$ cat config.mk
export PLATFORM = sky130hd
export DESIGN_NAME = keypad_scanner
export DESIGN_NICKNAME = d
export VERILOG_FILES = /design/src/rtl/keypad_scanner.sv
export SDC_FILE = /design/constraint.sdc
export NUM_CORES = 1
export LEC_CHECK = 0
export BUFFER_PORTS_ARGS = -buffer_cell sky130_fd_sc_hd__clkbuf_2
export CORE_MARGIN = 2
export CORE_UTILIZATION = 61
export DETAILED_ROUTE_END_ITERATION = 8
export PLACE_DENSITY_LB_ADDON = 0.25
export SYNTH_ARGS = -nofsm -noshare
export SYNTH_HDL_FRONTEND = slang
export SYNTH_SLANG_ARGS = --single-unit
$ cat constraint.sdc
create_clock -name clk -period 3.8 [get_ports clk]
set_input_delay 0.19 -clock clk [delete_from_list [all_inputs] [get_ports clk]]
set_output_delay 0.19 -clock clk [all_outputs]
set_load 0.02 [all_outputs]
$ cat src/rtl/keypad_scanner.sv
// 4x4 matrix keypad scanner: strobes columns, debounces whole-keypad frames and
// reports single-key presses through a one-entry valid/ready buffer.
module keypad_scanner #(
  parameter int SCAN_DIV     = 1000,
  parameter int DEBOUNCE_CNT = 4
) (
  input  logic       clk,
  input  logic       rst_n,
  input  logic [3:0] row,
  output logic [3:0] col,
  output logic [3:0] key_code,
  output logic       key_valid,
  input  logic       key_ready,
  output logic       key_held,
  output logic       overrun
);

  localparam int DIV_W  = (SCAN_DIV > 1) ? $clog2(SCAN_DIV) : 1;
  localparam int STAB_W = $clog2(DEBOUNCE_CNT + 1);
  localparam logic [DIV_W-1:0]  DIV_LAST = DIV_W'(SCAN_DIV - 1);
  localparam logic [STAB_W-1:0] STAB_MAX = STAB_W'(DEBOUNCE_CNT);

  typedef enum logic {IDLE, HELD} state_t;

  state_t            state_q, state_d;
  logic [3:0]        sync1_q, sync1_d;
  logic [3:0]        sync2_q, sync2_d;
  logic [DIV_W-1:0]  div_cnt_q, div_cnt_d;
  logic [1:0]        col_idx_q, col_idx_d;
  logic [15:0]       snap_q, snap_d;
  logic [15:0]       prev_snap_q, prev_snap_d;
  logic [STAB_W-1:0] stab_cnt_q, stab_cnt_d;
  logic [3:0]        key_code_q, key_code_d;
  logic              key_valid_q, key_valid_d;
  logic              overrun_q, overrun_d;

  logic              col_tick;
  logic              frame_end;
  logic              stable_evt;
  logic              one_hot;
  logic              emit;
  logic [3:0]        hot_code;
  logic [3:0]        bit_idx;

  always_comb begin
    state_d     = state_q;
    sync1_d     = row;
    sync2_d     = sync1_q;
    div_cnt_d   = div_cnt_q;
    col_idx_d   = col_idx_q;
    snap_d      = snap_q;
    prev_snap_d = prev_snap_q;
    stab_cnt_d  = stab_cnt_q;
    key_code_d  = key_code_q;
    key_valid_d = key_valid_q;
    overrun_d   = overrun_q;
    stable_evt  = 1'b0;
    emit        = 1'b0;
    hot_code    = 4'd0;
    bit_idx     = 4'd0;

    col_tick  = (div_cnt_q == DIV_LAST);
    frame_end = col_tick && (col_idx_q == 2'd3);

    if (col_tick) begin
      div_cnt_d = '0;
      col_idx_d = col_idx_q + 2'd1;
      snap_d[{col_idx_q, 2'b00} +: 4] = ~sync2_q;
    end else begin
      div_cnt_d = div_cnt_q + 1'b1;
    end

    // Compare the frame including the column-3 nibble captured this cycle.
    if (frame_end) begin
      prev_snap_d = snap_d;
      if (snap_d == prev_snap_q) begin
        if (stab_cnt_q != STAB_MAX) begin
          stab_cnt_d = stab_cnt_q + 1'b1;
        end
        stable_evt = (stab_cnt_q == STAB_MAX - 1'b1);
      end else begin
        stab_cnt_d = STAB_W'(1);
      end
    end

    one_hot = (snap_d != 16'd0) && ((snap_d & (snap_d - 16'd1)) == 16'd0);
    for (int i = 0; i < 16; i++) begin
      if (snap_d[i]) begin
        bit_idx  = 4'(i);
        hot_code = {bit_idx[1:0], bit_idx[3:2]};
      end
    end

    case (state_q)
      IDLE: begin
        if (stable_evt && one_hot) begin
          emit    = 1'b1;
          state_d = HELD;
        end
      end
      HELD: begin
        if (stable_evt && (snap_d == 16'd0)) begin
          state_d = IDLE;
        end
      end
      default: state_d = IDLE;
    endcase

    // A press arriving while the buffer is full is dropped, never overwritten.
    if (emit) begin
      if (!key_valid_q || key_ready) begin
        key_code_d  = hot_code;
        key_valid_d = 1'b1;
      end else begin
        overrun_d = 1'b1;
      end
    end else if (key_valid_q && key_ready) begin
      key_valid_d = 1'b0;
    end
  end

  always_ff @(posedge clk) begin
    if (!rst_n) begin
      state_q     <= IDLE;
      sync1_q     <= 4'hF;
      sync2_q     <= 4'hF;
      div_cnt_q   <= '0;
      col_idx_q   <= 2'd0;
      snap_q      <= 16'd0;
      prev_snap_q <= 16'd0;
      stab_cnt_q  <= '0;
      key_code_q  <= 4'd0;
      key_valid_q <= 1'b0;
      overrun_q   <= 1'b0;
    end else begin
      state_q     <= state_d;
      sync1_q     <= sync1_d;
      sync2_q     <= sync2_d;
      div_cnt_q   <= div_cnt_d;
      col_idx_q   <= col_idx_d;
      snap_q      <= snap_d;
      prev_snap_q <= prev_snap_d;
      stab_cnt_q  <= stab_cnt_d;
      key_code_q  <= key_code_d;
      key_valid_q <= key_valid_d;
      overrun_q   <= overrun_d;
    end
  end

  assign col       = ~(4'b0001 << col_idx_q);
  assign key_code  = key_code_q;
  assign key_valid = key_valid_q;
  assign key_held  = (state_q == HELD);
  assign overrun   = overrun_q;

endmodule

==> out/metrics.cfg <==
[floorplanning]
io_pins=18
die_x_um=81.6
dieArea_um2=6650
rows=28
start_util_pct=62.7
core-area_um2=5850
die_h_um=81.6

[grt]
grt_pass1_wl_um=16100
overflow=0
antenna_found_initial=0
grt_start_max_net_pins=34
grt_pass1_vias=3296
grt_usage_pct=32.5

[finish]
syn_to_final_growth_pct=8.52
final_nets=481
layout.cells.non_filler=545
drive_above_1_share_pct=13.8
insertedDiodeCount=0
final_cell_area_um2=3980

[clock_network]
postCtsSetupBuffers=0
cts_made_buffers=9
clkLatencyLatePin_ps=350
cts_tree=yes
clk_pin_slew_worst_paths_ps=70
cts_root_buf=clkbuf_8
clk_path_buf_depth=2
ctsHtreeMaxLevel=3
clock_sinks=62
cts_resized=0
cts_hold_buf=0

[worst_setup_path]
crit_required_ps=4080
startpoint_type=flip-flop
crit_type=reg -> reg
crit_arrival_ps=3810
cp-end-kind=flip-flop
path_max_fanout=9

[placed_design]
dp_cells=529
portBuffers=17
place_congestion=1.03
hpwl_um=7300
postPlaceCellArea_um2=3810

[power]
leakage_nw=1.60
p_per_area_nw_per_um2=303
power.total_w=0.00121
max-vdd-ir-drop_v=0.000226

[detailed_routing]
ant_nets=0
initialDrtViolationCount=459
drc=0
wl_met2_um=4500
post_drt_wl_per_cell_um=18.3
wl_um=10000
drtPass1Iterations=5
highest_layer=met4
via_count=3563
route.met3.wl_um=946
wl_met1_um=4180
routed_via_density=6.54

[sta]
tightest_slew_ps=1110
finalHoldViolCount=0
max_slew_margin_pct=23.8
min_period_ps=3530
max_clock_freq_ghz=0.283
post-route-period-util_pct=93.0
slew_violations=0
setup_viol=0
grt_setup_unrepaired=no
fin_skew_ps=6.69
whs_ps=20.5
tns_ps=0

[logic_synthesis]
ys_warn_count=0
synth-compound-area-share_pct=16.5
synth_adder_area_share_pct=3.07
synth-simple-area-share_pct=27.4
ys_seq_area_share_pct=33.8
synth_cell_types=59
synth_edf_count=0
yosysTopAreaCellShare_pct=33.8
synthFlopType=dfxtp_1
synth.area.top_cells=dfxtp_1 (34%), nor2_1 (6.6%), mux2i_1 (5.2%), xnor2_1 (3.3%), ha_1 (3.1%)
avgSynthCellArea_um2=8.10
synth_cells=453
synthArstFlopShare_pct=0
synth-xor-area-share_pct=5.49
synth_top_family_by_area=simple AND/OR/NAND/NOR gates
yosysTopAreaCell=dfxtp_1
yosys_register_bits=62
syn_nets=469
synth_mux_area_share_pct=7.84
syn-cell-area_um2=3670

[hold_path]
hp-class=in -> reg

[job]
cap_viol_max_count=0

[outcome]
outcome=finished clean

-- layout make-up --
type | count | area [µm²]
multi-input combinational | 341 | 2220
fill | 484 | 1870
timing repair buffer | 30 | 183
inverter | 21 | 78.8
clock buffer | 12 | 145
tap | 75 | 93.8
clock inverter | 4 | 22.5
sequential | 62 | 1240
-- cells in the final DEF, fill, tap and decap left out, types with 3 or more instances in the layout --
cell	count
buf_4	13
nand3_1	5
nor4_1	11
or3_1	5
clkbuf_8	10
o22ai_1	4
xor2_1	9
ha_1	9
a22oi_1	3
nand2b_1	11
and2_1	10
mux2i_1	19
clkbuf_2	17
o21ai_0	21
nor2_1	65
nor3_1	16
a211oi_1	12
nand4_1	14
and3_1	4
clkinv_2	3
inv_1	21
nand2_1	26
xnor2_1	14
or2_2	3
o31ai_1	6
dfxtp_1	62
mux2_2	6
a21oi_1	21
-- cell usage after synthesis, drive strengths merged (2+ instances only) --
cell / count
nor4: 12
or4: 2
dfxtp: 62
inv: 21
nand4: 15
xnor2: 14
nor4b: 2
a211oi: 12
o2bb2ai: 3
a21boi: 2
or3: 6
nand4b: 2
o21bai: 2
xor2: 9
mux2i: 19
clkbuf: 24
nand2: 26
a22oi: 3
and3: 4
o22ai: 4
a31oi: 2
a222oi: 2
o31ai: 6
mux2: 8
or2: 3
and2: 10
and4: 3
nor2: 65
nand2b: 11
o21ai: 21
nand3: 5
nor4bb: 2
a2111oi: 2
buf: 5
nor3: 16
ha: 9
a32oi: 2
a21oi: 21
nor2b: 2
-- final timing paths --
kind         depth (start not counted)                  endpoint  slack (ps)                 startpoint
max reg2reg                         10  key_code[2]$_SDFFE_PN0P_         270  col_idx_q[1]$_SDFFE_PN0N_
min                                  2     sync1_q[0]$_SDFF_PN1_          20                     row[0]
max                                 10  key_code[2]$_SDFFE_PN0P_         270  col_idx_q[1]$_SDFFE_PN0N_
min reg2reg                          1     sync2_q[3]$_SDFF_PN1_         410      sync1_q[3]$_SDFF_PN1_
-- flip-flops by register name (all words and copies together), names as in the netlist, 2 cells and up --
register / count
stab_cnt_q: 3
key_code: 4
prev_snap_q: 16
sync1_q: 4
col_idx_q: 2
div_cnt_q: 10
snap_q: 16
sync2_q: 4
-- through the flow --
| step | util [%] | setup WS [ps] |
|---|---|---|
| floorplan | - | 321 |
| global placement | 65.1 | 452 |
| detailed placement | 65.1 | 310 |
| CTS | 68.0 | 277 |
| global route | 68.1 | 20.5 |
| finish | 68.1 | 268 |
-- per-layer routing --
metal	up-vias	global-route usage (%)
li1	1658	-
met5	-	0
met1	1656	42.2
met3	43	7.36
met2	206	51.1
met4	0	15.7
-- power breakdown --
part            total, W  switching [W]  leakage (nW)  internal, W
clock network   0.000506       0.000255        0.0861     0.000251
registers       0.000664     0.00000805         0.502     0.000656
logic          0.0000350      0.0000247          1.01    0.0000103
-- worst max-delay path, cell delays in order, from the launching register on --
cell      delay, ps
dfxtp_1         370
inv_1            90
ha_1            420
or4b_2          720
nor2_1          250
xnor2_1         150
a31oi_1         110
nand4b_1        360
nor4_4          420
and4_2          360
mux2i_1         190
-- cell families (layout without fill, tap and decap cells) --
kind of cell	count (synthesis)	after routing
AOI/OAI and AO/OA	92	92
xor gates and xnor gates	23	23
adders and majority gates	9	9
buffers and inverters	50	67
DFF	62	62
muxes	27	27
and+or+nand+nor	190	190
Note: power is estimated with default switching activity, not from simulation.
